### config.mk
export PLATFORM = sky130hd
export DESIGN_NAME = matmul_tile_sequencer
export DESIGN_NICKNAME = d
export VERILOG_FILES = /design/src/rtl/matmul_tile_sequencer.sv
export SDC_FILE = /design/constraint.sdc
export NUM_CORES = 1
export LEC_CHECK = 0
export CAP_MARGIN = 10
export CORE_MARGIN = 2
export CORE_UTILIZATION = 45
export DETAILED_ROUTE_END_ITERATION = 10
export PLACE_DENSITY = 0.79
export SYNTH_ARGS = -nofsm -noshare
export SYNTH_HDL_FRONTEND = slang
export SYNTH_SLANG_ARGS = --single-unit
### constraint.sdc
create_clock -name clk -period 5 [get_ports clk]
set_input_delay 0.75 -clock clk [delete_from_list [all_inputs] [get_ports clk]]
set_output_delay 0.75 -clock clk [all_outputs]
set_load 0.005 [all_outputs]
### src/rtl/matmul_tile_sequencer.sv
// Tile sequencer: walks M/N/K tiles of a large matmul over one core.
// Optional SEQ_PERF_CNT_EN adds a saturating busy-cycle counter.
module matmul_tile_sequencer #(
  parameter int MAT_MUL_SIZE      = 4,
  parameter int AWIDTH            = 11,
  parameter int ADDR_STRIDE_WIDTH = 8,
  parameter int TILE_CNT_WIDTH    = 4
) (
  input  logic                         clk,
  input  logic                         reset,
  input  logic                         start_reg,
  input  logic                         clear_done_reg,
  input  logic [AWIDTH-1:0]            address_mat_a,
  input  logic [AWIDTH-1:0]            address_mat_b,
  input  logic [AWIDTH-1:0]            address_mat_c,
  input  logic [ADDR_STRIDE_WIDTH-1:0] address_stride_a,
  input  logic [ADDR_STRIDE_WIDTH-1:0] address_stride_b,
  input  logic [ADDR_STRIDE_WIDTH-1:0] address_stride_c,
  input  logic [TILE_CNT_WIDTH-1:0]    num_tiles_m,
  input  logic [TILE_CNT_WIDTH-1:0]    num_tiles_n,
  input  logic [TILE_CNT_WIDTH-1:0]    num_tiles_k,
  input  logic [MAT_MUL_SIZE-1:0]      last_mask_m,
  input  logic [MAT_MUL_SIZE-1:0]      last_mask_k,
  input  logic [MAT_MUL_SIZE-1:0]      last_mask_n,
  output logic                         start_mat_mul,
  input  logic                         done_mat_mul,
  output logic [AWIDTH-1:0]            core_addr_a,
  output logic [AWIDTH-1:0]            core_addr_b,
  output logic [AWIDTH-1:0]            core_addr_c,
  output logic [MAT_MUL_SIZE-1:0]      core_mask_a_rows,
  output logic [MAT_MUL_SIZE-1:0]      core_mask_a_cols_b_rows,
  output logic [MAT_MUL_SIZE-1:0]      core_mask_b_cols,
  output logic                         accumulate,
  output logic                         busy,
  output logic                         done_reg,
  output logic                         config_err,
`ifdef SEQ_PERF_CNT_EN
  output logic [31:0]                  perf_cycles,
`endif
  output logic [3*TILE_CNT_WIDTH-1:0]  tiles_done
);

  localparam int TW  = TILE_CNT_WIDTH;
  localparam int MS  = MAT_MUL_SIZE;
  localparam int TDW = 3 * TILE_CNT_WIDTH;
  // tile edge is a power of two, so tile steps are shifts
  localparam int SH  = $clog2(MAT_MUL_SIZE);
  localparam logic [AWIDTH-1:0] MS_A = AWIDTH'(MS);

  typedef enum logic [1:0] {IDLE, RUN, GAP, DONE} state_t;

  state_t state, state_nx;

  logic [TW-1:0]     cnt_m, cnt_n, cnt_k;
  logic [TW-1:0]     idx_m, idx_n, idx_k;
  logic [MS-1:0]     lm_m, lm_n, lm_k;
  logic [AWIDTH-1:0] base_a, step_a, step_b, step_c;
  logic [AWIDTH-1:0] a_row, b_row, c_row;

  logic [TW-1:0]     k_nx, m_nx, n_nx;
  logic [AWIDTH-1:0] a_nx, b_nx, c_nx;
  logic [AWIDTH-1:0] a_row_nx, b_row_nx, c_row_nx;

  logic accept, cfg_bad, last_k, last_m, last_n, last_all, tile_ack;

  function automatic logic [MS-1:0] pick(
    input logic [TW-1:0] i,
    input logic [TW-1:0] c,
    input logic [MS-1:0] lm
  );
    return (i == c - TW'(1)) ? lm : '1;
  endfunction

  assign accept   = (state == IDLE) && start_reg;
  assign cfg_bad  = (num_tiles_m == '0) || (num_tiles_n == '0)
                 || (num_tiles_k == '0);
  assign last_k   = (idx_k == cnt_k - TW'(1));
  assign last_m   = (idx_m == cnt_m - TW'(1));
  assign last_n   = (idx_n == cnt_n - TW'(1));
  assign last_all = last_k && last_m && last_n;
  assign tile_ack = (state == RUN) && done_mat_mul;

  always_ff @(posedge clk) begin
    if (reset) state <= IDLE;
    else       state <= state_nx;
  end

  always_comb begin
    state_nx = state;
    case (state)
      IDLE: if (start_reg) state_nx = cfg_bad ? DONE : RUN;
      RUN:  if (done_mat_mul) state_nx = last_all ? DONE : GAP;
      GAP:  state_nx = RUN;
      DONE: if (clear_done_reg) state_nx = IDLE;
      default: state_nx = IDLE;
    endcase
  end

  always_comb begin
    start_mat_mul = (state == RUN);
    busy          = (state == RUN) || (state == GAP);
    done_reg      = (state == DONE);
    accumulate    = (idx_k != '0);
  end

  // k innermost, then m, then n
  always_comb begin
    k_nx     = idx_k;
    m_nx     = idx_m;
    n_nx     = idx_n;
    a_nx     = core_addr_a;
    b_nx     = core_addr_b;
    c_nx     = core_addr_c;
    a_row_nx = a_row;
    b_row_nx = b_row;
    c_row_nx = c_row;
    unique case (1'b1)
      !last_k: begin
        k_nx = idx_k + TW'(1);
        a_nx = core_addr_a + step_a;
        b_nx = core_addr_b + step_b;
      end
      last_k && !last_m: begin
        k_nx     = '0;
        m_nx     = idx_m + TW'(1);
        a_row_nx = a_row + MS_A;
        a_nx     = a_row_nx;
        b_nx     = b_row;
        c_nx     = core_addr_c + MS_A;
      end
      last_k && last_m && !last_n: begin
        k_nx     = '0;
        m_nx     = '0;
        n_nx     = idx_n + TW'(1);
        a_row_nx = base_a;
        a_nx     = base_a;
        b_row_nx = b_row + MS_A;
        b_nx     = b_row_nx;
        c_row_nx = c_row + step_c;
        c_nx     = c_row_nx;
      end
      default: ;
    endcase
  end

  always_ff @(posedge clk) begin
    if (reset) begin
      cnt_m <= '0; cnt_n <= '0; cnt_k <= '0;
      idx_m <= '0; idx_n <= '0; idx_k <= '0;
      lm_m <= '0; lm_n <= '0; lm_k <= '0;
      base_a <= '0; step_a <= '0; step_b <= '0; step_c <= '0;
      a_row <= '0; b_row <= '0; c_row <= '0;
      core_addr_a <= '0; core_addr_b <= '0; core_addr_c <= '0;
      core_mask_a_rows <= '0;
      core_mask_a_cols_b_rows <= '0;
      core_mask_b_cols <= '0;
      config_err <= 1'b0;
      tiles_done <= '0;
    end else if (accept) begin
      cnt_m <= num_tiles_m;
      cnt_n <= num_tiles_n;
      cnt_k <= num_tiles_k;
      idx_m <= '0; idx_n <= '0; idx_k <= '0;
      lm_m <= last_mask_m;
      lm_n <= last_mask_n;
      lm_k <= last_mask_k;
      base_a <= address_mat_a;
      step_a <= AWIDTH'(address_stride_a) << SH;
      step_b <= AWIDTH'(address_stride_b) << SH;
      step_c <= AWIDTH'(address_stride_c) << SH;
      a_row <= address_mat_a;
      b_row <= address_mat_b;
      c_row <= address_mat_c;
      core_addr_a <= address_mat_a;
      core_addr_b <= address_mat_b;
      core_addr_c <= address_mat_c;
      core_mask_a_rows <= pick('0, num_tiles_m, last_mask_m);
      core_mask_a_cols_b_rows <= pick('0, num_tiles_k, last_mask_k);
      core_mask_b_cols <= pick('0, num_tiles_n, last_mask_n);
      config_err <= cfg_bad;
      tiles_done <= '0;
    end else if (tile_ack) begin
      tiles_done <= tiles_done + TDW'(1);
      if (!last_all) begin
        idx_k <= k_nx;
        idx_m <= m_nx;
        idx_n <= n_nx;
        a_row <= a_row_nx;
        b_row <= b_row_nx;
        c_row <= c_row_nx;
        core_addr_a <= a_nx;
        core_addr_b <= b_nx;
        core_addr_c <= c_nx;
        core_mask_a_rows <= pick(m_nx, cnt_m, lm_m);
        core_mask_a_cols_b_rows <= pick(k_nx, cnt_k, lm_k);
        core_mask_b_cols <= pick(n_nx, cnt_n, lm_n);
      end
    end
  end

`ifdef SEQ_PERF_CNT_EN
  always_ff @(posedge clk) begin
    if (reset)                       perf_cycles <= '0;
    else if (accept)                 perf_cycles <= '0;
    else if (busy && perf_cycles != '1) perf_cycles <= perf_cycles + 32'd1;
  end
`endif

endmodule

=== Word level (Yosys, flattened, before mapping) ===
Cells that the tools add are included.

* Flip-flop bits (word level): 164
* Input port bits: 86
* Output and inout bits: 62
* Logic and storage cells: 135

* Add/sub/neg operators: 16
* Equality and inequality tests: 13
* Mux-type cells: 48
* Bitwise operators: 1
* Reductions and logical operators: 32

{| class="wikitable"
|+ Operators with widths
! cell !! count
|-
| $mux W11 || 20
|-
| $pmux W11 S3 || 2
|-
| $mux W4 || 16
|-
| $pmux W11 S2 || 2
|-
| $add A11 B10 Y11 || 3
|-
| $add A11 B3 Y11 const B || 3
|-
| $eq A4 B4 Y1 || 6
|-
| $logic_not A4 Y1 || 6
|-
| $sub A4 B1 Y4 const B || 6
|-
| $pmux W4 S2 || 2
|-
| $add A12 B1 Y12 const B || 1
|-
| $add A4 B1 Y4 const B || 3
|-
| $reduce_and A3 Y1 || 4
|-
| $mux W2 || 4
|-
| $pmux W2 S4 || 1
|-
| $reduce_bool A4 Y1 || 2
|-
| $logic_and A1 B1 Y1 || 6
|-
| $ne A2 B2 Y1 const B || 3
|-
| $eq A2 B2 Y1 const B || 2
|-
| $reduce_and A2 Y1 || 2
|-
| $reduce_bool A2 Y1 || 2
|-
| $reduce_or A2 Y1 || 2
|-
| $logic_not A1 Y1 || 3
|-
| $logic_or A1 B1 Y1 || 3
|-
| other kinds (6) || 6
|}

=== Logic depth before layout (Yosys ltp) ===
* Word-level depth: 11
* Gate-level depth with buffers: 13
* Depth with buffers taken out: 11

=== Worst setup path before layout ===
Ideal clock, no wire load.

* Path type: register -> register
* Start: register cnt_m[0]
* End: register core_addr_b[10]
* Setup time: 0.117 ns
* Data arrival time: 2.397 ns
* Data required time: 4.883 ns
* Setup slack: 2.486 ns
* Stages on the path, launching flop included: 12
* Path buffers: 1
* Clock period less this slack: 2.514 ns
* Cells stage by stage: dfxtp_1 -> inv_1 -> ha_1 -> xnor2_1 -> nor2_1 -> nand4b_2 -> buf_4 -> a21oi_1 -> a31oi_1 -> a21oi_1 -> nand4b_1 -> a32o_1

* Cells in the longest elaborated chain, start to end: 8
* Elaborated cells on any way between the ends: 14
* Those cells by class: add/sub: 1; eq/ne: 2; mux: 4; reduce/logical: 7

{| class="wikitable"
|+ RTL lines
! what !! line !! text
|-
| start, declared || 54 || <nowiki>logic [TW-1:0] cnt_m, cnt_n, cnt_k;</nowiki>
|-
| start signal, assigned || 160 || <nowiki>cnt_m <= num_tiles_m;</nowiki>
|-
| $sub A4 B1 Y4 (*) || 78 || <nowiki>assign last_m = (idx_m == cnt_m - TW'(1));</nowiki>
|-
| $eq A4 B4 Y1 (*) || 78 ||
|-
| $logic_and A1 B1 Y1 / $logic_not A1 Y1 (equally long branches) || 80, 131, 123 ||
|-
| $logic_and A1 B1 Y1, on equally long branches || 131, 123 ||
|-
| $pmux W11 S3 || 117 || <nowiki>unique case (1'b1)</nowiki>
|-
| $mux W11 || 184 || <nowiki>if (!last_all) begin</nowiki>
|-
| $mux W11 || 182 || <nowiki>end else if (tile_ack) begin</nowiki>
|-
| $mux W11 || 159 || <nowiki>end else if (accept) begin</nowiki>
|-
| end signal, assigned || 175 || <nowiki>core_addr_b <= address_mat_b;</nowiki>
|-
| end signal, assigned || 192 || <nowiki>core_addr_b <= b_nx;</nowiki>
|-
| end, declared || 28 || <nowiki>output logic [AWIDTH-1:0] core_addr_b,</nowiki>
|}

Every way passes the cells marked *; elsewhere a longest branch is shown, timed or not. The select of a mux whose other input is x is not followed.
A chain may end at the register's enable or synchronous reset.

=== Worst setup path in the final report ===
* Start: register cnt_m[0]
* End: register core_mask_a_rows[3]

* Cells in the longest elaborated chain, start to end: 10
* Elaborated cells on any way between the ends: 15
* Those cells by class: add/sub: 1; eq/ne: 3; mux: 5; reduce/logical: 6

{| class="wikitable"
|+ RTL lines
! what !! line !! text
|-
| $sub A4 B1 Y4 (*) || 71, 78 ||
|-
| $eq A4 B4 Y1 || 78 ||
|-
| $logic_and A1 B1 Y1 / $logic_not A1 Y1 (equally long branches) || 80, 131, 123 ||
|-
| $logic_and A1 B1 Y1, on equally long branches || 131, 123 ||
|-
| $pmux W4 S2 || 117 ||
|-
| $eq A4 B4 Y1 || 71 || <nowiki>return (i == c - TW'(1)) ? lm : '1;</nowiki>
|-
| $mux W4 || 71 ||
|-
| $mux W4 || 184 ||
|-
| $mux W4 || 182 ||
|-
| $mux W4 || 159 ||
|-
| end signal, assigned || 177 || <nowiki>core_mask_a_rows <= pick('0, num_tiles_m, last_mask_m);</nowiki>
|-
| end signal, assigned || 194 || <nowiki>core_mask_a_rows <= pick(m_nx, cnt_m, lm_m);</nowiki>
|-
| end, declared || 30 || <nowiki>output logic [MAT_MUL_SIZE-1:0] core_mask_a_rows,</nowiki>
|}

Marks and branches as above.

==> flow_metrics.py <==
metrics = {
    "synth": {
        "syn_avg_cell_area_sq_um": 8.01,
        "yosys_most_used_dff": "dfxtp_1",
        "syn_area_sq_um": 8990,
        "synth-seq-cells": 164,
        "syn_inst": 1122,
        "yosysSeqAreaShare_pct": 36.5,
        "synth_area_leaders": "dfxtp_1 (37%), a21oi_1 (8.4%), nand2_1 (7.7%)",
        "synth-edff-count": 0,
        "synthArstFlopShare_pct": 0,
        "synth_warnings": 0,
        "syn_nets": 1250,
        "yosys.area.top_type": "dfxtp_1",
        "synth_cell_types": 72,
        "yosys.area.top_type_share_pct": 36.5,
    },
    "route": {
        "via_per_inst": 5.59,
        "ant_nets": 0,
        "wl_microns": 24300,
        "drt_iter0_drc": 622,
        "drtPass1Iterations": 5,
        "drc": 0,
        "routedWlPerCell_microns": 16.1,
        "vias": 8449,
    },
    "die": {
        "die_y_microns": 145,
        "start_util_pct": 46.1,
        "rows": 51,
        "die_width_microns": 145,
        "coreArea_sq_um": 19500,
        "num_io_pins": 148,
        "fp.dieArea_sq_um": 21100,
    },
    "sta": {
        "skew_ns": 0.0107,
        "slew_violations": 0,
        "rsz0062_at_grt": "no",
        "fmax_mhz": 265,
        "hold_violations": 0,
        "worstMarginPinSlew_ns": 0.997,
        "setup_violations": 0,
        "slew_headroom_pct": 33.5,
        "layout_min_cycle_time_ns": 3.77,
        "finalSetupTns_ns": 0,
        "min_period_over_period_pct": 75.4,
    },
    "clock_tree": {
        "clk_pin_slew_ns": 0.07,
        "cts.hold.buffers_added": 0,
        "cts_tree": "done",
        "ctsResizeCount": 0,
        "clk_latency_ns": 0.44,
        "clock_tree.buffer_depth": 2,
        "cts.sinks": 164,
        "htree_levels": 4,
        "clock-root-buffer": "clkbuf_16",
        "cts_buffers": 17,
        "cts_setup_buffers": 0,
    },
    "run": {
        "cap_violations": 0,
    },
    "placement": {
        "placedCellCount": 1479,
        "place_congestion": 0.851,
        "dp_hpwl_microns": 16600,
        "io_buffers": 147,
    },
    "global_route": {
        "grt_max_degree": 82,
        "grt_pass1_vias": 7875,
        "antenna_found_initial": 0,
        "grt_first_pass_wirelength_microns": 39600,
        "overflow": 0,
        "track_usage_pct": 22.9,
    },
    "final_layout": {
        "mostFrequentLayoutCells": "nand2_1 (184), dfxtp_1 (164), a21oi_1 (151)",
        "fin_cells": 1511,
        "layout_commonest_cell": "nand2_1",
        "drive_gt1_share_pct": 6.18,
        "fillers": 1768,
        "num-nets-final": 1361,
        "num_antenna_cells": 0,
        "post-route-util_pct": 57.1,
        "area_delta_synth_final_pct": 23.9,
    },
    "critical_path": {
        "crit_path_end_kind": "flop",
        "cp_max_fo": 14,
        "start_kind": "flop",
        "cp_data_arrival_time_ns": 4.07,
        "crit_type": "flop to flop",
        "r2r_setup_slack_ns": 1.23,
        "crit_required_ns": 5.30,
    },
    "run_status": {
        "run_status": "finished clean",
    },
    "power_and_ir_drop": {
        "power_w": 0.00493,
        "ir_drop_v": 0.000257,
        "p_leak_nw": 4.17,
        "power_density_nw_per_um2": 443,
    },
    "min_path": {
        "hp-class": "flop to flop",
    },
}
## cells in the mapped netlist, types with 4 or more instances
library cell    n
nand2_1       185
dfxtp_1       164
a21oi_1       151
nor2_1         96
o21ai_0        47
clkbuf_1       43
ha_1           39
xor2_1         38
inv_1          29
xnor2_1        23
a211oi_1       22
mux2i_1        20
and3_1         18
nand3_1        18
buf_2          15
a31oi_1        14
o221ai_1       14
nor3_1         13
o211ai_1       12
o21bai_1       11
or3_1          10
a311oi_1        9
nor2b_1         8
a21o_1          7
a22oi_1         7
nor4_1          7
o21a_1          7
nand2b_1        6
and2_1          5
mux2_2          5
nand4_1         5
a21boi_0        4
buf_1           4
buf_4           4
nand3b_1        4
or2_2           4
## cells by family after synthesis
family,Yosys count,synth area share (%)
AND/OR/NAND/NOR,396,20.0
flip-flops,164,36.5
multiplexers,25,2.85
XOR/XNOR,65,6.86
buffers and inverters,96,4.47
adder cells (fa/ha/maj),42,6.09
AO/OA/AOI/OAI,334,23.3
## flip-flops by register name, summed over array words and instances (netlist names), 11 cells and up
signal       cells
b_row           11
tiles_done      12
base_a          11
core_addr_c     11
c_row           11
core_addr_a     11
a_row           11
core_addr_b     11
## worst max-delay path: stages (launching register included)
cell	delay, ns
dfxtp_1	0.39
inv_1	0.09
ha_1	0.21
xnor2_1	0.27
nor2_1	0.09
nand4b_2	0.52
o31ai_2	0.94
a22oi_1	0.23
xor2_1	0.20
nor4_2	0.55
a21oi_1	0.14
## power breakdown
| part | switching, W | leakage [nW] | internal, W |
|---|---|---|---|
| Clock | 0.000571 | 0.253 | 0.000640 |
| Combinational | 0.00100 | 2.57 | 0.000863 |
| Sequential | 0.000254 | 1.35 | 0.00160 |
## layout make-up
type                       instances  area [sq um]  area share (%)
tap                              265           332            2.98
clock inverter                    14           106           0.955
sequential                       164          3280            29.5
inverter                          29           109           0.977
timing repair buffer             159          1560            14.0
multi-input combinational        862          5320            47.8
clock buffer                      18           429            3.85
## stage by stage
stage / worst slack [ns] / hold WS [ns] / cell area [sq um]
3_5_place_dp: 1.20 / 0.448 / 10600
2_1_floorplan: 2.49 / 0.434 / 8990
4_1_cts: 1.23 / 0.457 / 11100
3_3_place_gp: 1.30 / 0.441 / 10600
6_report: 1.23 / 0.456 / 11100
5_1_grt: 0.925 / 0.480 / 11100
## worst paths after layout
| check | start | to | cells after the start |
|---|---|---|---|
| worst max-delay path | cnt_m[0] | core_mask_a_rows[3] | 10 |
| worst min register to register | c_row[0] | c_row[0] | 2 |
| worst min-delay path | c_row[0] | c_row[0] | 2 |
| worst max register to register | cnt_m[0] | core_mask_a_rows[3] | 10 |
## per-layer routing
metal	wire length, microns	vias to the layer above	GRT usage [%]
met5	0	-	0
met4	596	0	7.75
met3	1580	43	4.67
met2	11300	293	37.7
met1	10900	3902	30.2
li1	-	4211	-
No activity file was read; power rests on OpenSTA's default activity.
==> variant, RTL diff (same flow settings) <==
Change the parameter `MAT_MUL_SIZE` from 4 to 16.
--- a/src/rtl/matmul_tile_sequencer.sv
+++ b/src/rtl/matmul_tile_sequencer.sv
@@ -3,3 +3,3 @@
 module matmul_tile_sequencer #(
-  parameter int MAT_MUL_SIZE      = 4,
+  parameter int MAT_MUL_SIZE      = 16,
   parameter int AWIDTH            = 11,
Interface: changed (6 resized); port bits go from 148 to 220. No check against the original RTL was run, so the function may have changed too.
==> variant against the original RTL <==
  * Synthesized cell count grew 16%
  * Total power grew 42%
  * Routed wire length grew 25%
  * Fmax grew 0.48%
  * Final area grew 26%
  * Count of clock-buffer cells in the layout grew 21
  * Critical path depth is the same
  * Sequential cell count grew 69
  * Area after synthesis grew 21%
  * Worst setup slack gained 0.018 ns
==> variant: results (changes against the original RTL) <==
[detailed_routing]
drt_first_pass_iters = 6  ; was 5
wl_per_cell_um = 16.8  ; was 16.1 um
drt_iter0_drc = 551  ; was 622
dr_total_vias = 9968  ; was 8449

[timing]
hold_slack_ns = 0.453  ; was 0.456 ns
finClkSkew_ns = 0.0174  ; was 0.0107 ns

[global_routing]
grt_pass1_wl_mm = 49.0  ; was 39.6 mm
grt_max_degree = 102  ; was 82
grt_usage_pct = 23.1  ; was 22.9%

[yosys]
netlist_top_cells_area = dfxtp_1 43%, nand2_1 6.8%, nor2_1 6.5%  ; was dfxtp_1 37%, a21oi_1 8.4%, nand2_1 7.7%
netlist-cell-type-count = 69  ; was 72
yosysSeqAreaShare_pct = 43.0  ; was 36.5%
synthAdderAreaFrac_pct = 4.36  ; was 6.09%
ys_top_cells_by_count = 233 x dfxtp_1, 197 x nand2_1, 189 x nor2_1, 114 x a21oi_1, 70 x clkbuf_1  ; was 185 x nand2_1, 164 x dfxtp_1, 151 x a21oi_1, 96 x nor2_1, 47 x o21ai_0
synth_compound_area_share_pct = 19.7  ; was 23.3%

[pwr]
leakage_nw = 5.29  ; was 4.17 nW
power_switching_mw = 2.43  ; was 1.83 mW

[worst_setup_path]
cp.arrival_ns = 4.14  ; was 4.07 ns
cp_slowest_cell = a211oi_2  ; was o31ai_2
max_stage_delay_ns = 0.80  ; was 0.94 ns

[clock_tree]
clk-insertion-delay-late_ns = 0.54  ; was 0.44 ns
htree_num_levels = 1  ; was 4
clk_path_buf_depth = 3  ; was 2
cts_inserted_buffers = 26  ; was 17

[layout]
final_layout_size_suffix_gt1_share_pct = 5.22  ; was 6.18%
nets = 1633  ; was 1361
fillers = 2087  ; was 1768

[placed_design]
post-dp-hpwl_mm = 20.9  ; was 16.6 mm

[status]
status = finished, final reports clean  ; unchanged

## variant: cell types whose count changed after synthesis, sizes merged, moves of 14 or more
cell    before  now
nor2        98  190
dfxtp      164  233
a211oi      23   67
a21oi      151  114
mux2i       20   52
clkbuf      43   70
xor2        39   25
## variant: final cells by class
cell class,count,area share (%)
Multi-Input combinational cell,948,40.8
Inverter,31,0.828
Sequential cell,233,33.2
Clock buffer,39,5.26
Timing Repair Buffer,235,16.4
Antenna cell,1,0.0178
Clock inverter,8,0.606
Tap cell,319,2.84
## variant: power by group through the flow
stage	combinational, mW	clock, mW	sequential, mW
2_1_floorplan	1.54	0	2.60
3_3_place_gp	2.46	0	2.63
3_5_place_dp	2.53	0	2.64
4_1_cts	2.55	1.89	2.61
5_1_grt	2.81	1.97	2.66
6_report	2.54	1.86	2.61
## variant: worst paths after layout
kind | start | endpoint | cells after the start
worst min-delay path | base_a[1] | base_a[1] | 2
worst max register to register | cnt_m[0] | core_mask_a_rows[6] | 10
worst max-delay path | cnt_m[0] | core_mask_a_rows[6] | 10
worst min register to register | base_a[1] | base_a[1] | 2
## variant: through the flow
step | power (mW) | util, % | instances | cell area, sq um
6_report | 7.01 | 59.7 | 1814 | 14000
5_1_grt | 7.44 | 59.7 | 1813 | 14000
4_1_cts | 7.05 | 59.7 | 1813 | 14000
3_5_place_dp | 5.17 | 56.2 | 1766 | 13200
3_3_place_gp | 5.09 | 56.2 | 1766 | 13200
2_1_floorplan | 4.14 | - | 1297 | 10800
## variant: layer usage
metal | global-route usage (%) | routed length (um) | vias to the layer above
li1 | - | - | 4893
met1 | 28.6 | 12800 | 4692
met2 | 39.4 | 14100 | 321
met3 | 6.54 | 2680 | 62
met4 | 6.49 | 816 | 0
met5 | 0 | 0 | -
